==> src/rtl/flash_rd_adapter_pkg.sv <==
// rtl/flash_rd_adapter_pkg.sv - shared TL-UL and flash geometry constants and types
//
// Purpose: widths of the TL-UL bus and of the flash macro read port, the
// A/D channel opcode encodings and the command-queue entry layout used by
// flash_rd_adapter.
// Ports: none (package).

package flash_rd_adapter_pkg;

  localparam int TL_AW  = 32;
  localparam int TL_DW  = 32;
  localparam int TL_AIW = 8;
  localparam int TL_SZW = 2;

  // Flash word index is {bank, page, word}, bank in the MSBs.
  localparam int FLASH_BKW = 1;
  localparam int FLASH_PGW = 3;
  localparam int FLASH_WDW = 8;
  localparam int FLASH_AW  = FLASH_BKW + FLASH_PGW + FLASH_WDW;
  localparam int FLASH_DW  = 32;

  typedef enum logic [2:0] {
    TlPutFullData    = 3'd0,
    TlPutPartialData = 3'd1,
    TlGet            = 3'd4
  } tl_a_op_e;

  typedef enum logic [2:0] {
    TlAccessAck     = 3'd0,
    TlAccessAckData = 3'd1
  } tl_d_op_e;

  typedef struct packed {
    logic [TL_AIW-1:0] source;
    logic [TL_SZW-1:0] size;
    logic              is_get;
    logic              err;
  } cmd_entry_t;

endpackage

==> src/rtl/flash_rd_fifo.sv <==
// rtl/flash_rd_fifo.sv - small synchronous FIFO with registered full/empty
//
// Purpose: first-word-fall-through FIFO; rdata_o shows the head entry
// whenever empty_o is low. Push while full and pop while empty are dropped.
// Ports:
//   clk_i, rst_i      clock, asynchronous active-high reset
//   push_i, wdata_i   write strobe and data
//   pop_i             remove head entry
//   rdata_o           head entry
//   full_o, empty_o   occupancy flags, derived from the registered count

module flash_rd_fifo #(
  parameter int Width = 8,
  parameter int Depth = 2
) (
  input  logic             clk_i,
  input  logic             rst_i,
  input  logic             push_i,
  input  logic [Width-1:0] wdata_i,
  input  logic             pop_i,
  output logic [Width-1:0] rdata_o,
  output logic             full_o,
  output logic             empty_o
);

  localparam int PtrW = (Depth > 1) ? $clog2(Depth) : 1;
  localparam int CntW = $clog2(Depth + 1);

  logic [Width-1:0] mem [Depth];
  logic [PtrW-1:0]  wptr_q, rptr_q;
  logic [CntW-1:0]  cnt_q;
  logic             do_push, do_pop;

  function automatic logic [PtrW-1:0] ptr_inc(input logic [PtrW-1:0] p);
    return (p == PtrW'(Depth - 1)) ? '0 : p + PtrW'(1);
  endfunction

  assign full_o  = (cnt_q == CntW'(Depth));
  assign empty_o = (cnt_q == '0);
  assign do_push = push_i && !full_o;
  assign do_pop  = pop_i && !empty_o;
  assign rdata_o = mem[rptr_q];

  always_ff @(posedge clk_i) begin
    if (do_push) begin
      mem[wptr_q] <= wdata_i;
    end
  end

  always_ff @(posedge clk_i or posedge rst_i) begin
    if (rst_i) begin
      wptr_q <= '0;
      rptr_q <= '0;
      cnt_q  <= '0;
    end else begin
      if (do_push) wptr_q <= ptr_inc(wptr_q);
      if (do_pop)  rptr_q <= ptr_inc(rptr_q);
      case ({do_push, do_pop})
        2'b10:   cnt_q <= cnt_q + CntW'(1);
        2'b01:   cnt_q <= cnt_q - CntW'(1);
        default: cnt_q <= cnt_q;
      endcase
    end
  end

endmodule

==> src/rtl/flash_rd_adapter.sv <==
// rtl/flash_rd_adapter.sv - TL-UL Get to flash word-read adapter
//
// Purpose: accepts TL-UL requests for the flash window, issues word reads
// on the flash read port and returns in-order D responses. Illegal requests
// (non-Get, outside the window, size > 2, misaligned) are answered locally
// with an error and never reach flash.
// Ports:
//   clk_i, rst_i                       clock, asynchronous active-high reset
//   tl_a_*                             TL-UL A channel (request)
//   tl_d_*                             TL-UL D channel (response)
//   flash_req_o/addr_o/ack_i           flash read request handshake
//   flash_rvalid_i/rdata_i/rerr_i      flash read data return

module flash_rd_adapter
  import flash_rd_adapter_pkg::*;
#(
  parameter int              NumOutstanding = 2,
  parameter logic [TL_AW-1:0] BaseAddr      = 32'h2000_0000
) (
  input  logic              clk_i,
  input  logic              rst_i,
  input  logic              tl_a_valid_i,
  output logic              tl_a_ready_o,
  input  logic [2:0]        tl_a_opcode_i,
  input  logic [TL_AW-1:0]  tl_a_address_i,
  input  logic [TL_SZW-1:0] tl_a_size_i,
  input  logic [TL_AIW-1:0] tl_a_source_i,
  output logic              tl_d_valid_o,
  input  logic              tl_d_ready_i,
  output logic [2:0]        tl_d_opcode_o,
  output logic [TL_SZW-1:0] tl_d_size_o,
  output logic [TL_AIW-1:0] tl_d_source_o,
  output logic [TL_DW-1:0]  tl_d_data_o,
  output logic              tl_d_error_o,
  output logic              flash_req_o,
  output logic [FLASH_AW-1:0] flash_addr_o,
  input  logic              flash_ack_i,
  input  logic              flash_rvalid_i,
  input  logic [FLASH_DW-1:0] flash_rdata_i,
  input  logic              flash_rerr_i
);

  localparam int CmdW  = $bits(cmd_entry_t);
  localparam int DataW = FLASH_DW + 1;
  localparam int PendW = $clog2(NumOutstanding + 1);

  typedef enum logic {
    StIdle = 1'b0,
    StReq  = 1'b1
  } state_e;

  state_e            state_q, state_d;
  logic [FLASH_AW-1:0] addr_q;
  logic [PendW-1:0]  pend_q;

  logic addr_hit, size_ok, aligned, is_get, legal;
  logic a_fire, legal_fire, issue, rd_take;

  cmd_entry_t        cmd_in, cmd_head;
  logic [CmdW-1:0]   cmd_rdata;
  logic              cmd_full, cmd_empty, cmd_pop;
  logic [DataW-1:0]  data_rdata;
  logic              data_full, data_empty, data_pop;
  logic [FLASH_DW-1:0] head_rdata;
  logic              head_rerr;

  // Request legality
  assign addr_hit = (tl_a_address_i[TL_AW-1:FLASH_AW+2] == BaseAddr[TL_AW-1:FLASH_AW+2]);
  assign size_ok  = (tl_a_size_i <= TL_SZW'(2));
  always_comb begin
    aligned = 1'b0;
    case (tl_a_size_i)
      TL_SZW'(0): aligned = 1'b1;
      TL_SZW'(1): aligned = (tl_a_address_i[0] == 1'b0);
      TL_SZW'(2): aligned = (tl_a_address_i[1:0] == 2'b00);
      default:    aligned = 1'b0;
    endcase
  end
  assign is_get = (tl_a_opcode_i == TlGet);
  assign legal  = is_get && addr_hit && size_ok && aligned;

  assign tl_a_ready_o = (state_q == StIdle) && !cmd_full;
  assign a_fire       = tl_a_valid_i && tl_a_ready_o;
  assign legal_fire   = a_fire && legal;

  // Request FSM
  always_ff @(posedge clk_i or posedge rst_i) begin
    if (rst_i) begin
      state_q <= StIdle;
      addr_q  <= '0;
    end else begin
      state_q <= state_d;
      if (legal_fire) addr_q <= tl_a_address_i[FLASH_AW+1:2];
    end
  end

  always_comb begin
    state_d = state_q;
    case (state_q)
      StIdle:  if (legal_fire)  state_d = StReq;
      StReq:   if (flash_ack_i) state_d = StIdle;
      default: state_d = StIdle;
    endcase
  end

  assign flash_req_o  = (state_q == StReq);
  assign flash_addr_o = addr_q;

  // Reads issued to flash whose data has not yet returned. Read data is
  // only captured while this is non-zero, so stray rvalid pulses (including
  // ones for reads flushed by reset) never reach the data queue.
  assign issue   = flash_req_o && flash_ack_i;
  assign rd_take = flash_rvalid_i && (pend_q != '0);

  always_ff @(posedge clk_i or posedge rst_i) begin
    if (rst_i) begin
      pend_q <= '0;
    end else begin
      case ({issue, rd_take})
        2'b10:   pend_q <= pend_q + PendW'(1);
        2'b01:   pend_q <= pend_q - PendW'(1);
        default: pend_q <= pend_q;
      endcase
    end
  end

  // Command and data queues
  assign cmd_in.source = tl_a_source_i;
  assign cmd_in.size   = tl_a_size_i;
  assign cmd_in.is_get = is_get;
  assign cmd_in.err    = !legal;

  flash_rd_fifo #(.Width(CmdW), .Depth(NumOutstanding)) u_cmd_fifo (
    .clk_i   (clk_i),
    .rst_i   (rst_i),
    .push_i  (a_fire),
    .wdata_i (cmd_in),
    .pop_i   (cmd_pop),
    .rdata_o (cmd_rdata),
    .full_o  (cmd_full),
    .empty_o (cmd_empty)
  );

  flash_rd_fifo #(.Width(DataW), .Depth(NumOutstanding)) u_data_fifo (
    .clk_i   (clk_i),
    .rst_i   (rst_i),
    .push_i  (rd_take),
    .wdata_i ({flash_rdata_i, flash_rerr_i}),
    .pop_i   (data_pop),
    .rdata_o (data_rdata),
    .full_o  (data_full),
    .empty_o (data_empty)
  );

  assign cmd_head   = cmd_entry_t'(cmd_rdata);
  assign head_rdata = data_rdata[DataW-1:1];
  assign head_rerr  = data_rdata[0];

  // D channel: error heads answer without data; legal heads wait for data.
  assign tl_d_valid_o = !cmd_empty && (cmd_head.err || !data_empty);
  assign cmd_pop      = tl_d_valid_o && tl_d_ready_i;
  assign data_pop     = cmd_pop && !cmd_head.err;

  always_comb begin
    tl_d_opcode_o = 3'(TlAccessAck);
    tl_d_size_o   = '0;
    tl_d_source_o = '0;
    tl_d_data_o   = '0;
    tl_d_error_o  = 1'b0;
    if (tl_d_valid_o) begin
      tl_d_size_o   = cmd_head.size;
      tl_d_source_o = cmd_head.source;
      if (cmd_head.err) begin
        tl_d_opcode_o = cmd_head.is_get ? 3'(TlAccessAckData) : 3'(TlAccessAck);
        tl_d_error_o  = 1'b1;
      end else begin
        tl_d_opcode_o = 3'(TlAccessAckData);
        tl_d_data_o   = TL_DW'(head_rdata);
        tl_d_error_o  = head_rerr;
      end
    end
  end

endmodule

==> config.mk <==
export PLATFORM = sky130hd
export DESIGN_NAME = flash_rd_adapter
export DESIGN_NICKNAME = d
export VERILOG_FILES = /design/src/rtl/flash_rd_adapter_pkg.sv /design/src/rtl/flash_rd_fifo.sv /design/src/rtl/flash_rd_adapter.sv
export SDC_FILE = /design/constraint.sdc
export NUM_CORES = 1
export LEC_CHECK = 0
export CORE_MARGIN = 5
export CORE_UTILIZATION = 45
export CTS_BUF_LIST = sky130_fd_sc_hd__clkbuf_16
export DETAILED_ROUTE_END_ITERATION = 16
export HOLD_SLACK_MARGIN = 0.03
export PLACE_DENSITY = 0.83
export RECOVER_POWER = 100
export SLEW_MARGIN = 20
export SYNTH_ARGS = -nofsm -noshare
export SYNTH_HDL_FRONTEND = slang
export SYNTH_SLANG_ARGS = --single-unit
==> constraint.sdc <==
create_clock -name clk_i -period 3.3 [get_ports clk_i]
set_input_delay 0.495 -clock clk_i [delete_from_list [all_inputs] [get_ports clk_i]]
set_output_delay 0.495 -clock clk_i [all_outputs]
set_load 0.03 [all_outputs]
Word level (Yosys, flattened, before mapping)
Memory sizes are Yosys's and may differ from the RTL's.
Cells that the tools add are included.

word-level totals
  flip-flop bits (word level) = 23
  memory bits (writable) = 90
  input port bits = 84
  output and inout port bits = 61
  word-level logic and storage cells = 90
  memories kept = 2

operators by class
  add/subtract/negate cells = 10
  $lt $le $gt $ge = 1
  equality and inequality tests = 12
  muxes and demuxes = 24
  bitwise operators = 2
  reduce and logical (&&, ||, !) cells = 30

memories
  memory           words  width  read ports  clocked after Yosys merged registers in  wr ports  line                 text
  u_data_fifo.mem  2      33     1           0                                        1         flash_rd_fifo.sv:29  logic [Width-1:0] mem [Depth];
  u_cmd_fifo.mem   2      12     1           0                                        1         flash_rd_fifo.sv:29

operator list
  kind                                                    number
  2-to-1 mux 32 bit                                       2
  equality test 18 x 16 -> 1 bit (second input constant)  1
  logical AND 1 bit                                       15
  2-to-1 mux 1 bit                                        15
  equality test 2 bit (second input constant)             6
  case mux 2 bit (2 select lines)                         3
  equality test 2 x 1 -> 1 bit (second input constant)    4
  zero test 2 bit                                         4
  2-to-1 mux 8 bit                                        1
  nonzero test 2 bit                                      4
  adder 2 x 1 -> 2 bit (second input constant)            3
  zero test 1 bit                                         6
  subtractor 2 x 1 -> 2 bit (second input constant)       3
  adder 1 bit (second input constant)                     4
  equality test 3 bit (second input constant)             1
  case mux 1 bit (3 select lines)                         1
  <= comparator 2 bit (second input constant)             1
  2-to-1 mux 2 bit                                        1
  inverter 1 bit                                          2
  case mux 1 bit (2 select lines)                         1
  logical OR 1 bit                                        1

Longest topological paths before layout
  depth in word-level cells = 9
  mapped depth = 9
  depth with buffers taken out = 7

Cells and area by module
From an unflattened synthesis, not the netlist that was laid out.

second synthesis, totals
  cell total of the unflattened synthesis = 287
  area total of the unflattened synthesis = 4898.4 um^2

modules (own cells, without submodules)
  module                       times used  cells an instance  area an instance (um^2)  seq. area each (um^2)
  flash_rd_fifo (u_data_fifo)  1           122                2733.9                   2082.0
  flash_rd_adapter             1           109                1097.3                   375.4
  flash_rd_fifo (u_cmd_fifo)   1           56                 1067.3                   820.8

Worst setup path before layout
No wires, ideal clock.

  path type = in2reg
  start = input flash_rvalid_i
  end = memory u_data_fifo.mem[0][0] in the netlist's numbering (enable)
  library setup time = 423 ps
  data arrival time = 2224 ps
  required time = 2877 ps
  setup slack = 653 ps
  stages on the path = 3
  path buffers = 0
  path through = o21a_1 > o21ai_0 > nor2_1

between the ends
  longest elaborated chain between the ends = 4

RTL lines
  element                                 line                     text
  start, declared                         flash_rd_adapter.sv:38   input logic flash_rvalid_i,
  logical AND 1 bit                       flash_rd_adapter.sv:113  assign rd_take = flash_rvalid_i && (pend_q != '0);
  logical AND 1 bit                       flash_rd_fifo.sv:40      assign do_push = push_i && !full_o;
  2-to-1 mux 1 bit                        flash_rd_fifo.sv:45      if (do_push) begin
  2-to-1 mux 1 bit (implied by the code)  flash_rd_fifo.sv:46      mem[wptr_q] <= wdata_i;
  end, declared                           flash_rd_fifo.sv:29

No other way between the ends.

Final worst setup path
  start = register u_cmd_fifo.rptr_q
  end = output tl_d_data_o[6]

between the ends
  longest elaborated chain between the ends = 4
  elaborated cells on any way between the ends = 5
  those cells by class = 2 x mux; 2 x reduce/logical; 1 x memory

RTL lines
  element                 line                     text
  start, declared         flash_rd_fifo.sv:30      logic [PtrW-1:0] wptr_q, rptr_q;
  start signal, assigned  flash_rd_fifo.sv:57      if (do_pop) rptr_q <= ptr_inc(rptr_q);
  memory (2 x 12 bit) *   -
  logical OR 1 bit        flash_rd_adapter.sv:160  assign tl_d_valid_o = !cmd_empty && (cmd_head.err || !data_empty);
  logical AND 1 bit       flash_rd_adapter.sv:160
  2-to-1 mux 32 bit *     flash_rd_adapter.sv:170  if (tl_d_valid_o) begin
  end, declared           flash_rd_adapter.sv:33   output logic [TL_DW-1:0] tl_d_data_o,

Every way passes the cells marked *; elsewhere a longest branch is shown, timed or not.

==> flow_summary_export.csv <==
group,metric,value,unit
global_route,grt_pass1_vias,3063,
drt,drt_iter0_markers,134,
worst_setup_path,path_cells,"mux2i_1, or3b_2, nor2_1, clkbuf_1",
floorplan,fp-row-count,36,
worst_setup_path,crit_family,"simple AND/OR/NAND/NOR gates",
worst_setup_path,start_kind,"flip-flop",
timing,finClkSkew,0.006149,ns
cts,cts_tree,"built",
drt,first_pass_iters,4,
timing,worst_pin_slew,0.9080,ns
layout,final_common_cell,"edfxtp_1",
cts,cts_hold_buf,0,
min_path,min_path_type,"reg -> reg",
drt,via_per_inst,4.790,
floorplan,die_y,110.3,µm
place,dp_hpwl,6613,µm
timing,post-route-min-period,2.885,ns
worst_setup_path,cp-end-kind,"primary output",
timing,finalHoldViolCount,0,
worst_setup_path,slowest_stage,"or3b_2",
cts,clock_path_buffers,2,
worst_setup_path,slowest_delay,0.78,ns
timing,fin_setup_tns,0,ns
drt,drt_wl_total,9436,µm
floorplan,start_util,46.34,%
timing,finalMaxSlewViolations,0,
cts,ctsHtreeMaxLevel,4,
power_and_ir_drop,pwr_density_cell,904.6,nW/µm²
layout,final_cell_mix,"edfxtp_1, dlygate4sd3_1, nor2_1, mux2i_1, clkdlybuf4s50_1",
timing,fin_crit_sh,87.43,%
logic_synthesis,yosysWarningCount,0,
drt,drtAntennaViolNets,0,
floorplan,die_w,110.3,µm
timing,fmaxAchievable,0.3466,GHz
drt,drcViolationCount,0,
cts,clkTransAtPathRegs,0.05,ns
floorplan,io_pins,145,
global_route,grt.overflow.total,0,
layout,layout-drive-gt1-share,12.17,%
timing,rsz0062_at_grt,"false",
cts,root_buffer,"clkbuf_16",
logic_synthesis,ys_ff_latch,113,
drt,wl_per_cell,16.13,µm
outcome,run_status,"finished clean",
worst_setup_path,critical_path_peak_fanout,33,
place,dpl_cell_area,5996,µm²
cts,worstSkewPairLatency,0.40,ns
cts,post_cts_buffers,0,
global_route,grt_pass1_wl,14800,µm
worst_setup_path,path_buf_inv,1,
timing,setup_viol,0,
floorplan,die_area,12170,µm²
layout,antenna_cells,0,
power_and_ir_drop,leakage,2.534,nW
global_route,grt_usage,16.44,%
logic_synthesis,syn_area,4529,µm²
worst_setup_path,required,2.80,ns
layout,syn_to_final_growth,42.46,%
floorplan,core-area,9774,µm²
global_route,grt_max_degree,34,
cts,cts.sinks,113,
drt,vias,2802,
power_and_ir_drop,ir_worst_vdd,0.0004670,V
layout,final_cell_area,6452,µm²
place,port_buffers,142,
cts,numCtsBuffers,17,
global_route,antenna_found_initial,0,
logic_synthesis,synth_cell_types,34,
worst_setup_path,worstPathArrival,2.39,ns
worst_setup_path,crit_type,"reg -> out",
logic_synthesis,ys_seq_area_share,72.38,%
logic_synthesis,synth_cells,285,
cts,ctsResizeCount,0,
place,place.gp.congestion,0.7162,
power_and_ir_drop,design_power_total,5.837,mW
layout,fin_nets,526,
flow_run,maxCapViolations,0,
timing,maxSlewHeadroom,39.40,%
logic_synthesis,synth_area_per_cell,15.89,µm²
[state kept, by name, indices dropped and copies added (netlist names)]
| name | cells |
|---|---|
| u_cmd_fifo.wptr_q | 1 |
| u_cmd_fifo.mem | 24 |
| u_data_fifo.wptr_q | 1 |
| flash_req_o | 1 |
| u_data_fifo.mem | 66 |
| pend_q | 2 |
| flash_addr_o | 12 |
| u_cmd_fifo.cnt_q | 2 |
| u_cmd_fifo.rptr_q | 1 |
| u_data_fifo.rptr_q | 1 |
| u_data_fifo.cnt_q | 2 |
[routing by layer]
metal	global-route usage (%)	up-vias	share of wire, %
li1	-	1339	-
met1	17.92	1339	39
met2	28.77	116	51
met3	6.639	8	9.4
met4	6.069	0	0.85
met5	0	-	0
[stage by stage]
step	utilization (%)	setup slack, ns	hold slack, ns	cells
after global routing	66.01	0.2778	0.4959	585
after detailed placement	61.34	0.9005	0.4623	553
after global placement	61.34	0.8271	0.4569	553
after CTS	67.59	0.4899	0.4751	585
final	66.01	0.4150	0.4742	585
after floorplan	-	0.6529	0.4432	286
[report_power, final]
part | internal [mW] | total (mW) | leakage (nW) | switching [mW]
combinational | 0.678 | 1.98 | 1.11 | 1.30
clock | 1.19 | 1.83 | 0.294 | 0.634
sequential | 1.92 | 2.03 | 1.13 | 0.115
total | 3.79 | 5.84 | 2.53 | 2.05
[logic make-up (layout without fill, tap and decap cells)]
family                   count (synthesis)  count (layout)  share of synthesized area, %
flip-flops                             113             113                         72.38
AND/OR/NAND/NOR                         67              67                         6.824
multiplexers                            56              56                         12.71
buffers and inverters                   22             188                         3.011
XOR/XNOR                                13              13                         2.680
AO/OA/AOI/OAI                           10              10                         1.492
adder cells (fa/ha/maj)                  3               3                        0.8288
other                                    1               2                       0.08279
[synth_stat cells (all sizes together)]
library cell | count | area, µm²
nor3b | 1 | 12.51
nor2 | 54 | 219.0
xor2 | 3 | 33.79
ha | 3 | 37.54
nor3 | 2 | 15.01
nand2 | 2 | 7.510
o21a | 2 | 15.01
clkbuf | 4 | 15.01
o211ai | 2 | 15.01
o22ai | 1 | 6.260
inv | 8 | 30.03
and3 | 1 | 6.260
dfrtp | 23 | 575.6
o32ai | 1 | 8.760
o21ai | 1 | 5.000
mux2i | 44 | 440.4
xnor2 | 10 | 87.58
nor4b | 1 | 8.760
or3b | 1 | 8.760
nand4 | 1 | 6.260
a21o | 1 | 7.510
edfxtp | 90 | 2703
buf | 10 | 91.32
mux2 | 12 | 135.1
a21oi | 2 | 10.01
nor4 | 3 | 18.77
conb | 1 | 3.750
or2 | 1 | 6.260
[path summary, 6_finish.rpt]
check | start | end | slack, ns | cells past startpoint
hold / removal | pend_q[1] | pend_q[1] | 0.47 | 1
setup / recovery | u_cmd_fifo.rptr_q | tl_d_data_o[6] | 0.41 | 4
hold reg to reg | pend_q[1] | pend_q[1] | 0.47 | 1
max in group asynchronous | rst_i | u_data_fifo.rptr_q | 1.94 | 2
min in group asynchronous | rst_i | flash_addr_o[9] | 0.73 | 2
setup reg to reg | u_cmd_fifo.rptr_q | u_data_fifo.cnt_q[1] | 0.88 | 6
[area by class of cell]
class / instances / area, µm²
Clock buffer: 17 / 425.4
Multi-Input combinational cell: 151 / 1112
Inverter: 8 / 30.03
Fill cell: 763 / 3322
Tap cell: 133 / 166.4
Timing Repair Buffer: 148 / 1254
Clock inverter: 15 / 185.2
Sequential cell: 113 / 3279
Power figures use the tool's default switching activity.
